File: src/rtl/week_day_counter.sv
// Day-of-week register feeding the week-day LED decoder.
// Advances on day rollover; two debounced buttons select and step the day in set mode.
module week_day_counter #(
    parameter int unsigned DEBOUNCE_CNT = 3,
    parameter int unsigned RESET_DAY    = 0
) (
    input  logic       clk,
    input  logic       rst_n,
    input  logic       tick_10ms,
    input  logic       tick_500ms,
    input  logic       day_carry,
    input  logic       btn_mode,
    input  logic       btn_up,
    output logic [3:0] week_day,
    output logic       set_mode,
    output logic       blank,
    output logic       week_carry
);

    localparam int unsigned DAY_W    = 4;
    localparam int unsigned CNT_W    = 4;
    localparam int unsigned NBTN     = 2;
    localparam int unsigned BTN_MODE = 0;
    localparam int unsigned BTN_UP   = 1;
    localparam logic [DAY_W-1:0] LAST_DAY = DAY_W'(6);

    typedef enum logic {
        ST_RUN = 1'b0,
        ST_SET = 1'b1
    } state_e;

    state_e             state_q, state_d;
    logic [DAY_W-1:0]   day_q, day_d;
    logic               week_carry_q, week_carry_d;
    logic               set_mode_q, set_mode_d;
    logic               blank_q, blank_d;
    logic               phase_q, phase_d;

    logic [NBTN-1:0]    sync1_q, sync1_d;
    logic [NBTN-1:0]    sync2_q, sync2_d;
    logic [NBTN-1:0]    db_q, db_d;
    logic [NBTN-1:0]    db_prev_q, db_prev_d;
    logic [CNT_W-1:0]   cnt_q [NBTN];
    logic [CNT_W-1:0]   cnt_d [NBTN];

    logic [NBTN-1:0]    press_c;
    logic               mode_press_c;
    logic               up_press_c;

    // Any out-of-range stored value collapses to Sunday on the next step.
    function automatic logic [DAY_W-1:0] next_day(input logic [DAY_W-1:0] d);
        return (d >= LAST_DAY) ? '0 : d + DAY_W'(1);
    endfunction

    assign press_c      = db_q & ~db_prev_q;
    assign mode_press_c = press_c[BTN_MODE];
    assign up_press_c   = press_c[BTN_UP];

    // Synchroniser, tick-sampled debounce and rising-edge detect for both buttons.
    always_comb begin
        sync1_d   = {btn_up, btn_mode};
        sync2_d   = sync1_q;
        db_prev_d = db_q;
        db_d      = db_q;
        for (int i = 0; i < int'(NBTN); i++) begin
            cnt_d[i] = cnt_q[i];
            if (tick_10ms) begin
                if (sync2_q[i] != db_q[i]) begin
                    if (cnt_q[i] == CNT_W'(DEBOUNCE_CNT - 1)) begin
                        db_d[i]  = sync2_q[i];
                        cnt_d[i] = '0;
                    end else begin
                        cnt_d[i] = cnt_q[i] + CNT_W'(1);
                    end
                end else begin
                    cnt_d[i] = '0;
                end
            end
        end
    end

    // Run/set state machine, day update and blink phase.
    always_comb begin
        state_d      = state_q;
        day_d        = day_q;
        phase_d      = phase_q;
        week_carry_d = 1'b0;

        case (state_q)
            ST_RUN: begin
                if (day_carry) begin
                    day_d        = next_day(day_q);
                    week_carry_d = (day_q == LAST_DAY);
                end
                if (mode_press_c) begin
                    state_d = ST_SET;
                    phase_d = 1'b0;
                end
            end
            ST_SET: begin
                if (mode_press_c) begin
                    state_d = ST_RUN;
                    phase_d = 1'b0;
                end else if (up_press_c) begin
                    day_d   = next_day(day_q);
                    phase_d = 1'b0;
                end else if (tick_500ms) begin
                    phase_d = ~phase_q;
                end
            end
            default: begin
                state_d = ST_RUN;
                phase_d = 1'b0;
            end
        endcase

        set_mode_d = (state_d == ST_SET);
        blank_d    = set_mode_d & phase_d;
    end

    always_ff @(posedge clk or negedge rst_n) begin
        if (!rst_n) begin
            state_q      <= ST_RUN;
            day_q        <= DAY_W'(RESET_DAY);
            week_carry_q <= 1'b0;
            set_mode_q   <= 1'b0;
            blank_q      <= 1'b0;
            phase_q      <= 1'b0;
            sync1_q      <= '0;
            sync2_q      <= '0;
            db_q         <= '0;
            db_prev_q    <= '0;
            for (int i = 0; i < int'(NBTN); i++) begin
                cnt_q[i] <= '0;
            end
        end else begin
            state_q      <= state_d;
            day_q        <= day_d;
            week_carry_q <= week_carry_d;
            set_mode_q   <= set_mode_d;
            blank_q      <= blank_d;
            phase_q      <= phase_d;
            sync1_q      <= sync1_d;
            sync2_q      <= sync2_d;
            db_q         <= db_d;
            db_prev_q    <= db_prev_d;
            for (int i = 0; i < int'(NBTN); i++) begin
                cnt_q[i] <= cnt_d[i];
            end
        end
    end

    assign week_day   = day_q;
    assign set_mode   = set_mode_q;
    assign blank      = blank_q;
    assign week_carry = week_carry_q;

endmodule
File: config.mk
export PLATFORM = sky130hd
export DESIGN_NAME = week_day_counter
export DESIGN_NICKNAME = d
export VERILOG_FILES = /design/src/rtl/week_day_counter.sv
export SDC_FILE = /design/constraint.sdc
export NUM_CORES = 1
export LEC_CHECK = 0
export BUFFER_PORTS_ARGS = -buffer_cell sky130_fd_sc_hd__buf_2
export CORE_AREA = 2 2 77 57
export CTS_CLUSTER_SIZE = 24
export DETAILED_ROUTE_END_ITERATION = 8
export DIE_AREA = 0 0 79 59
export HOLD_SLACK_MARGIN = 0.1
export PLACE_DENSITY = 0.58
export SLEW_MARGIN = 20
export SYNTH_ARGS = -nofsm -noshare
export SYNTH_HDL_FRONTEND = slang
export SYNTH_SLANG_ARGS = --single-unit
File: constraint.sdc
create_clock -name clk -period 1.5 [get_ports clk]
set_clock_uncertainty 0.15 [all_clocks]
set_input_delay 0.075 -clock clk [delete_from_list [all_inputs] [get_ports clk]]
set_output_delay 0.075 -clock clk [all_outputs]
set_load 0.02 [all_outputs]
---- Word-level counts from Yosys, hierarchy flattened ----
Index checks and enable logic that the tools add are counted.
word-level totals
  register bits ........................... 24
  bits in latches ......................... 0
  RAM bits ................................ 0
  bits in read-only memories .............. 0
  bits of input ports ..................... 7
  output and inout bits ................... 7
  memories ................................ 0
operators by class
  $add $sub $neg .......................... 3
  $mul .................................... 0
  divide/modulo/power cells ............... 0
  magnitude comparators ................... 1
  equal/unequal tests ..................... 8
  shift operators ......................... 0
  multiplexer cells ....................... 19
  bitwise operators ....................... 5
  reductions and logical operators ........ 3
operators with widths
  operator               count
  $mux W4                8
  $add A4 B1 Y4 const B  3
  $reduce_and A3 Y1      3
  $eq A4 B2 Y1 const B   2
  $mux W1                8
  $pmux W4 S2            1
  $eq A4 B3 Y1 const B   1
  $ge A4 B3 Y1 const B   1
  $ne A2 B2 Y1 const B   2
  $pmux W1 S2            2
  $and A2 B2 Y2          1
  $ne A1 B1 Y1           2
  $ne A2 B1 Y1 const B   1
  $not A1 Y1             2
  $not A2 Y2             1
  $and A1 B1 Y1          1

---- Depth between registers and ports, before layout ----
  word-level depth ........................ 6
  gate-level depth with buffers ........... 5
  gate-level depth less buffers ........... 5

---- Worst setup path after synthesis ----
No wires, ideal clock.
  path kind ............................... register to register
  start ................................... register day_q[0], in the netlist week_day[0]
  end ..................................... register day_q[0], in the netlist week_day[0]
  arrival time ............................ 1454 ps
  required time ........................... 1285 ps
  setup slack ............................. -169 ps
  stages on the path, launching flop included .. 6
  cells stage by stage .................... dfrtp_1 inv_1 ha_1 o21a_1 a2111oi_4 mux2_2
between the ends
  longest elaborated chain between the ends .. 5
RTL lines
  item                                                  line  source
  start: declaration                                    33    logic [DAY_W-1:0] day_q, day_d;
  start signal: assignment                              124   day_q <= DAY_W'(RESET_DAY);
  start signal: assignment                              138   day_q <= day_d;
  $add A4 B1 Y4 / $ge A4 B3 Y1 (equally long branches)  52    return (d >= LAST_DAY) ? '0 : d + DAY_W'(1);
  $mux W4 (*)                                           52
  $mux W4                                               104   end else if (up_press_c) begin
  $mux W4                                               101   if (mode_press_c) begin
  $pmux W4 S2 (*)                                       89    case (state_q)
Every way passes the cells marked *; elsewhere a longest branch is shown, timed or not. The select of a mux whose other input is x is not followed.
A chain may end at the register's enable or synchronous reset.

---- Worst setup path after layout ----
  start ................................... register day_q[1], in the netlist week_day[1]
  end ..................................... register day_q[0], in the netlist week_day[0]
between the ends
  longest elaborated chain between the ends .. 5
RTL lines
  item              line
  $ge A4 B3 Y1 (*)  52
  $mux W4 (*)       52
  $mux W4           104
  $mux W4           101
  $pmux W4 S2 (*)   89
Marked as above.

==> results_dict.tcl <==
set metrics [dict create \
    path_clk_slew_ns 0.08 \
    syn_area_mm2 0.00113 \
    cp-startpoint "week_day[1]" \
    setup_viol 0 \
    drc_errors 0 \
    seq_area_frac_synth_pct 53.1 \
    ios 14 \
    clock_path_buffers 2 \
    hold_viol 0 \
    reg2reg_depth 4 \
    final_cell_area_mm2 0.00153 \
    met1_length_um 1040 \
    end_kind "flop" \
    crit_path_max_incr_delay_ns 0.44 \
    root_buffer "clkbuf_8" \
    postSynthCellCount 94 \
    hp-class "in -> async" \
    fin_nets 137 \
    hpwlAfterDp_um 1500 \
    area_growth_pct 35.6 \
    core-area_mm2 0.00385 \
    top_layer "met4" \
    slowest_stage "dfrtp_2" \
    critical_path_class "reg -> reg" \
    crit_end "week_day[0]" \
    vias_per_cell 4.63 \
    antenna_found_initial 0 \
    num_vias 814 \
    leakagePower_nw 0.693 \
    worstPathRequired_ns 1.55 \
    initial_core_util_pct 29.4 \
    p_per_area_mw_per_mm2 1850 \
    synth_cell_types 39 \
    rr_startpoint "week_day[1]" \
    placed_cells 164 \
    post-route-period-util_pct 97.5 \
    final_layout_size_suffix_gt1_share_pct 35.5 \
    worst_pin_slew_ns 0.552 \
    syn-num-nets 106 \
    n_antenna_cell 0 \
    finalCriticalPeriod_ns 1.46 \
    slew_headroom_pct 63.2 \
    rsz0062_at_grt "true" \
    met2_length_um 1080 \
    cts_buffers 3 \
    grt_pass1_vias 787 \
    synth_area_leaders "dfrtp_1 53%, ha_1 5.5%, nand2b_1 2.8%" \
    utilization_pct 39.8 \
    path_delay_family "flip-flops" \
    critical_path_arrival_ns 1.51 \
    cts_tree "done" \
    htreeDepth 1 \
    synth_top_cell_area_share_pct 53.1 \
    max_cap_violations 0 \
    postRouteAntennaNets 0 \
    wl_um 2200 \
    yosysWarnings 0 \
    gp_congestion 0.823 \
    r2r_end "week_day[0]" \
    ys_ff_latch 24 \
    syn_avg_cell_area_um2 12.0 \
    worstPathCellList "ha_4, o21a_1, a2111oi_4, mux2_4" \
    wl_met3_um 28 \
    r2r_slack_ns 0.04 \
    grt_pass1_wl_um 3610 \
    fp.dieW_um 79 \
    ir_drop_mv 0.752 \
    fmax_mhz 683 \
    firstDrtPassIters 4 \
    portBuffers 13 \
    final_common_cell "dfrtp_1" \
    final_cell_mix "21 x dfrtp_1, 13 x buf_2, 8 x buf_4" \
    grt-ovfl-total 0 \
    drv_slew 0 \
    cts_sinks 24 \
    avgRoutedWirePerCell_um 12.5 \
    status "complete, no violations" \
    synth_area_leader_cell "dfrtp_1" \
    crit_buf_inv 0 \
    placed_area_mm2 0.00131 \
    row_count 19 \
    grt_use_total_pct 9.77 \
    worstSetupStartpointType "flop" \
    final.fill_count 372 \
    cp.depth 4 \
    fp.dieArea_mm2 0.00466 \
    grt_max_degree 25 \
    die_y_um 59 \
    drt_iter0_drc 31 \
    final_cells 176 \
    crit_path_max_fanout 3 \
    clk-insertion-delay-late_ns 0.26 \
]
power breakdown:
group / switching, W / internal [W]
logic: 0.000621 / 0.000685
registers: 0.000233 / 0.000863
clock network: 0.000200 / 0.000234
logic make-up (layout without fill, tap and decap cells):
| group | Yosys count | after routing | share of synthesized area, % |
|---|---|---|---|
| xor+xnor | 4 | 4 | 3.10 |
| flops | 24 | 24 | 53.1 |
| buf+inv | 9 | 39 | 3.10 |
| fa+ha+maj | 5 | 5 | 5.53 |
| simple gates | 26 | 26 | 15.3 |
| mux | 4 | 4 | 3.76 |
| compound gates | 22 | 22 | 16.2 |
worst min-delay path by stage:
stage	start	endpoint	slack [ns]	cells past startpoint
2_1_floorplan	rst_n	blank	-0.37	0
3_3_place_gp	rst_n	cnt_q[5]	-0.07	1
3_5_place_dp	rst_n	cnt_q[4]	-0.06	1
4_1_cts	rst_n	phase_q	0.19	2
5_1_grt	sync1_q[1]	sync2_q[1]	0.21	0
6_report	rst_n	cnt_q[4]	0.18	2
repair_timing:
action                                  CTS  global route
endpoints found under the hold margin    31             0
resized for setup                         1            18
endpoints found under the setup margin    4             7
hold buffers                              6             0
pin swaps                                 0             4
setup buffers                             1             1
Yosys cell counts:
library cell and n:
dfrtp_1 24, xor2_1 2, o22ai_1 2, a211o_1 1
o21a_1 1, a21boi_0 1, and4b_1 1, a21o_1 1
and3_1 2, ha_1 5, o31a_1 1, o311ai_1 1
nor3b_1 1, nand3b_2 1, o21ai_0 3, inv_1 8
buf_2 1, a2111oi_4 1, o221ai_1 1, nor2_1 1
mux2_2 2, xnor2_1 2, nor2b_1 2, nor4b_2 1
a32o_1 2, a2111oi_0 1, o2bb2ai_1 1, a31o_1 1
nand3b_1 2, a22o_1 1, mux2i_1 2, nand2b_1 5
a21oi_1 3, nand2_1 3, and3b_1 1, nor3_1 2
nor4_1 1, and2_1 2, nand3_1 1
flip-flops by register name, indices dropped and copies added (netlist names):
| name | flops |
|---|---|
| blank | 1 |
| cnt_q | 8 |
| db_prev_d | 2 |
| db_prev_q | 2 |
| phase_q | 1 |
| set_mode | 1 |
| sync1_q | 2 |
| sync2_q | 2 |
| week_carry | 1 |
| week_day | 4 |
routing by layer:
metal / up-vias / track usage (%)
li1: 402 / -
met1: 399 / 12.8
met2: 9 / 16.6
met3: 4 / 1.52
met4: 0 / 3.69
met5: - / 0
layout make-up:
type                       count  area [um2]  share of cell area [%]
sequential                    24         604                    39.4
multi-input combinational     61         592                    38.6
timing repair buffer          27         185                    12.1
tap                           52        65.1                    4.24
clock buffer                   4        55.1                    3.59
inverter                       8        32.5                    2.12
worst reg2reg max path, delay by kind of cell (launching register included):
family / cells / cell delay, ns
flip-flops: 1 / 0.44
AO/OA/AOI/OAI: 2 / 0.44
adder cells (fa/ha/maj): 1 / 0.17
multiplexers: 1 / 0.21
through the flow:
step / hold WS (ns) / setup WS [ns] / TNS [ns] / total power [W]
after floorplan: -0.371 / 0.0243 / 0 / 0.00179
after global placement: -0.0657 / 0.0000340 / 0 / 0.00210
after detailed placement: -0.0625 / 0.00796 / 0 / 0.00215
after CTS: 0.189 / -0.00969 / -0.0138 / 0.00261
after global routing: 0.210 / -0.0465 / -0.108 / 0.00305
final: 0.179 / 0.0369 / 0 / 0.00283
(Power assumes the default switching activity.)
